===== src/rtl/input_periph.sv =====
// rtl/input_periph.sv - switch/button input peripheral: sync, optional debounce (INPUT_DEBOUNCE_EN), press events, read port
module input_periph #(
    parameter int DEBOUNCE_CYCLES = 50000
) (
    input  logic        i_clk,
    input  logic        i_rst_n,
    input  logic [17:0] i_sw,
    input  logic [3:0]  i_btn,
    input  logic [31:0] i_addr,
    input  logic        i_rd,
    output logic [31:0] o_rdata,
    output logic        o_rvalid
);

    localparam logic [31:0] ADDR_SW  = 32'h0000_7800;
    localparam logic [31:0] ADDR_BTN = 32'h0000_7810;
    localparam logic [31:0] ADDR_EVT = 32'h0000_7814;

    // bits [21:18] are the buttons, inverted to active-high; [17:0] are the switches
    logic [21:0] sync1;
    logic [21:0] sync2;
    logic [21:0] db;
    logic [21:0] db_next;
    logic [3:0]  btn_evt;
    logic [3:0]  evt_set;
    logic        rd_evt;
    logic [31:0] rdata_mux;

    always_ff @(posedge i_clk) begin
        if (!i_rst_n) begin
            sync1 <= '0;
            sync2 <= '0;
        end else begin
            sync1 <= {~i_btn, i_sw};
            sync2 <= sync1;
        end
    end

`ifdef INPUT_DEBOUNCE_EN
    localparam int CW = (DEBOUNCE_CYCLES > 2) ? $clog2(DEBOUNCE_CYCLES) : 1;

    logic [CW-1:0] cnt;
    logic [21:0]   prev;
    logic [21:0]   db_q;
    logic [21:0]   agree;
    logic          tick;

    assign tick    = (cnt == CW'(DEBOUNCE_CYCLES - 1));
    assign agree   = ~(sync2 ^ prev);
    // a bit only moves when two consecutive tick samples agree
    assign db_next = tick ? ((agree & sync2) | (~agree & db_q)) : db_q;
    assign db      = db_q;

    always_ff @(posedge i_clk) begin
        if (!i_rst_n) begin
            cnt  <= '0;
            prev <= '0;
            db_q <= '0;
        end else begin
            cnt  <= tick ? '0 : cnt + CW'(1);
            db_q <= db_next;
            if (tick) begin
                prev <= sync2;
            end
        end
    end
`else
    logic unused_debounce_cfg;

    assign unused_debounce_cfg = ^DEBOUNCE_CYCLES;
    assign db                  = sync2;
    assign db_next             = sync1;
`endif

    assign evt_set = db_next[21:18] & ~db[21:18];
    assign rd_evt  = i_rd && (i_addr == ADDR_EVT);

    always_comb begin
        rdata_mux = 32'h0;
        case (i_addr)
            ADDR_SW:  rdata_mux = {14'b0, db[17:0]};
            ADDR_BTN: rdata_mux = {28'b0, db[21:18]};
            ADDR_EVT: rdata_mux = {28'b0, btn_evt};
            default:  rdata_mux = 32'h0;
        endcase
    end

    // a clearing read only drops bits it returned; a coincident new press still sets
    always_ff @(posedge i_clk) begin
        if (!i_rst_n) begin
            btn_evt  <= '0;
            o_rdata  <= '0;
            o_rvalid <= 1'b0;
        end else begin
            o_rvalid <= i_rd;
            if (i_rd) begin
                o_rdata <= rdata_mux;
            end
            btn_evt <= rd_evt ? evt_set : (btn_evt | evt_set);
        end
    end

endmodule


===== config.mk =====
export PLATFORM = sky130hd
export DESIGN_NAME = input_periph
export DESIGN_NICKNAME = d
export VERILOG_FILES = /design/src/rtl/input_periph.sv
export SDC_FILE = /design/constraint.sdc
export NUM_CORES = 1
export LEC_CHECK = 0
export CORE_MARGIN = 2
export CORE_UTILIZATION = 42
export CTS_CLUSTER_SIZE = 10
export DETAILED_ROUTE_END_ITERATION = 8
export PLACE_DENSITY_LB_ADDON = 0.3
export SLEW_MARGIN = 25
export SYNTH_ARGS = -nofsm -noshare
export SYNTH_HDL_FRONTEND = slang
export SYNTH_SLANG_ARGS = --single-unit

===== constraint.sdc =====
create_clock -name i_clk -period 2 [get_ports i_clk]
set_clock_uncertainty 0.2 [all_clocks]
set_input_delay 0.2 -clock i_clk [delete_from_list [all_inputs] [get_ports i_clk]]
set_output_delay 0.2 -clock i_clk [all_outputs]
set_load 0.01 [all_outputs]

==> summary.md <==
| Metric | Value |
|---|---|
| Max incr delay on CP | `400 ps` |
| Post-CTS Resized | `0` |
| # diodes | `0` |
| Gpl congestion | `0.768` |
| Core Area | `5140 um^2` |
| Post-synthesis cell area | `2260 um^2` |
| Worst setup path start | `i_addr[5]` |
| Area of the multi-input gates | `820 um^2` |
| Fmax | `573 MHz` |
| Fin crit share | `87.3%` |
| Reg2reg end | `o_rdata[2]` |
| Outcome | `complete, no violations` |
| Die Y | `77.4 um` |
| Tightest Hold Check Type | `in -> reg` |
| Commonest non-fill, non-tap cells in the layout | `75 x clkdlybuf4s50_1, 67 x dfxtp_1, 41 x and2_1` |
| Post-Syn Instances | `201` |
| DRT iter0 DRCs | `17` |
| RSZ-0062 raised after global routing | `no` |
| Top-level I/O count | `90` |
| GR Util All Layers | `14.8%` |
| Max H-tree Level | `3` |
| Initial antenna violation count | `0` |
| Stages on the worst setup path | `6` |
| Post-CTS setup buffer count | `0` |
| CP bufs+invs | `2` |
| DR top layer | `met4` |
| Layout cells sized above 1 | `10.0%` |
| Fin. max-slew vios | `0` |
| Critical path cell sequence | `clkdlybuf4s50_1 > nor4_1 > nand4_1 > nor4b_4 > buf_12 > a22o_1` |
| Global-route wire length before repair | `6830 um` |
| Layout Nets | `341` |
| Synthesized flop and latch total | `67` |
| Area delta synth->final | `44.7%` |
| Maximum VDD drop | `0.000507 V` |
| R2R depth | `3` |
| Inserted Clock Buffers | `9` |
| Post-synthesis sequential area ratio | `59.4%` |
| Worst path required time | `2080 ps` |
| Startpoint Class | `input pin` |
| Row count | `26` |
| R2R setup slack | `890 ps` |
| Root Buffer Master | `clkbuf_8` |
| Final hold vios | `0` |
| Setup CP Type | `in -> reg` |
| CP top delay family | `simple AND/OR/NAND/NOR gates` |
| I/O Buffers | `75` |
| Final setup fails | `0` |
| WL met1 | `1730 um` |
| Crit path arrival time | `1820 ps` |
| Slowest cell on crit path | `clkdlybuf4s50_1` |
| Synth cell types | `26` |
| Max cap viols | `0` |
| Die X | `77.4 um` |
| CP endpoint | `o_rdata[12]` |
| Drt via density | `4.53` |
| Crit. End Element | `flop` |
| Largest net degree at the start of global routing | `50` |
| Met3 Wirelength | `253 um` |
| Worst Tran Pin Value | `689 ps` |
| DR pass1 iterations | `3` |
| Worst-path clk slew | `70 ps` |
| Detailed placer's ending HPWL | `3090 um` |
| Clock latency on the worst-skew pair | `330 ps` |
| CP max FO | `14` |
| DRC viols | `0` |
| Avg Cell Area, Syn | `11.2 um^2` |
| Commonest non-fill, non-tap cell in the layout | `clkdlybuf4s50_1` |
| Cell area power density | `827 nW/um^2` |
| TritonCTS clock tree | `built` |
| Via count | `1627` |
| Setup ws final | `255 ps` |
| Initial core utilization | `44.0%` |
| CTS Buffer Depth | `2` |
| Minimum clock period | `1750 ps` |
| Min Hold Slack | `195 ps` |
| Antenna-violating nets left | `0` |
| R2R Path Start | `btn_evt[2]` |
| DIE AREA | `5980 um^2` |
| WL/cell | `11.5 um` |
| # hold bufs at CTS | `0` |
| Vias in the first global route | `1521` |
| Dpl ws | `-100 ps` |
| Slew Limit Headroom | `53.8%` |
| Synthesis Warnings | `0` |
| WL final | `4120 um` |
| Global route overflow | `0` |
| Lkg Pwr | `1.31 nW` |
| Met2 wire len | `2050 um` |
| Fill count | `478` |
| Area occupied by registers | `1340 um^2` |
| Clk sink count | `67` |
## how the worst min path moves through the flow
| stage | from | end | depth (start not counted) |
|---|---|---|---|
| 2_1_floorplan | i_btn[0] | db_next[18] | 1 |
| 3_3_place_gp | db_next[10] | db[10] | 1 |
| 3_5_place_dp | db_next[12] | db[12] | 1 |
| 4_1_cts | i_btn[3] | db_next[21] | 2 |
| 5_1_grt | i_btn[3] | db_next[21] | 2 |
| 6_report | i_btn[2] | db_next[20] | 2 |
## synthesized netlist by cell type (all sizes together)
cell    number  area share (%)
dfxtp       67              59
and2        41              11
buf         16             5.3
a22o        14             5.4
nand2        9             1.5
nand2b       8             2.2
clkbuf       7             1.2
nor2b        5             1.4
a31oi        4             1.1
a32o         4             1.8
mux2i        4             1.8
nor4         4             1.9
nor4b        4             2.5
o21ai        4            0.89
nor2         3            0.50
nand4        2            0.55
a21oi        1            0.22
and3         1            0.28
conb         1            0.17
inv          1            0.17
nor4bb       1            0.44
## layer usage
layer,up-vias,GRT usage [%]
met5,-,0
met4,0,6.43
met3,8,7.09
met2,56,24.2
met1,740,16.3
li1,823,-
## area by class of cell
type                            count  share of cell area [%]
Clock buffer                       10                    4.21
Clock inverter                      6                    1.95
Inverter                            1                   0.115
Multi-Input combinational cell    123                    25.1
Sequential cell                    67                    41.0
Tap cell                           70                    2.68
Timing Repair Buffer               82                    25.0
## through the flow
stage | TNS (ps) | util, % | cell area [um^2] | total power, mW | cells
2_1_floorplan | 0 | - | 2310 | 1.52 | 214
5_1_grt | 0 | 63.6 | 3270 | 2.83 | 359
6_report | 0 | 63.6 | 3270 | 2.70 | 359
3_5_place_dp | -1340 | 59.7 | 3070 | 1.64 | 343
4_1_cts | 0 | 63.6 | 3270 | 2.74 | 359
3_3_place_gp | -2220 | 59.6 | 3070 | 1.63 | 343
## worst reg2reg max path: stages, from the launching register on
cell and delay [ps]:
dfxtp_1 310, mux2i_1 130, o21ai_0 100, a32o_1 270
## sequential cells by signal, indices dropped and copies added, names as in the netlist
register,flops
db,22
o_rvalid,1
db_next,22
btn_evt,4
o_rdata,18
## where the power goes
part	leakage [nW]	switching (mW)	internal [mW]
combinational	0.658	0.0721	0.140
sequential	0.550	0.0131	1.38
clock	0.0987	0.490	0.609
total	1.31	0.575	2.13
## kinds of logic (layout without fill, tap and decap cells)
family                 after synthesis  in the layout  synth area share [%]
AND/OR/NAND/NOR                     78             78                  22.6
buffers and inverters               24             99                  6.64
AO/OA/AOI/OAI                       27             27                  9.41
flip-flops                          67             67                  59.4
multiplexers                         4              4                  1.77
other                                1             14                 0.166
Note: power is estimated with default switching activity, not from simulation.
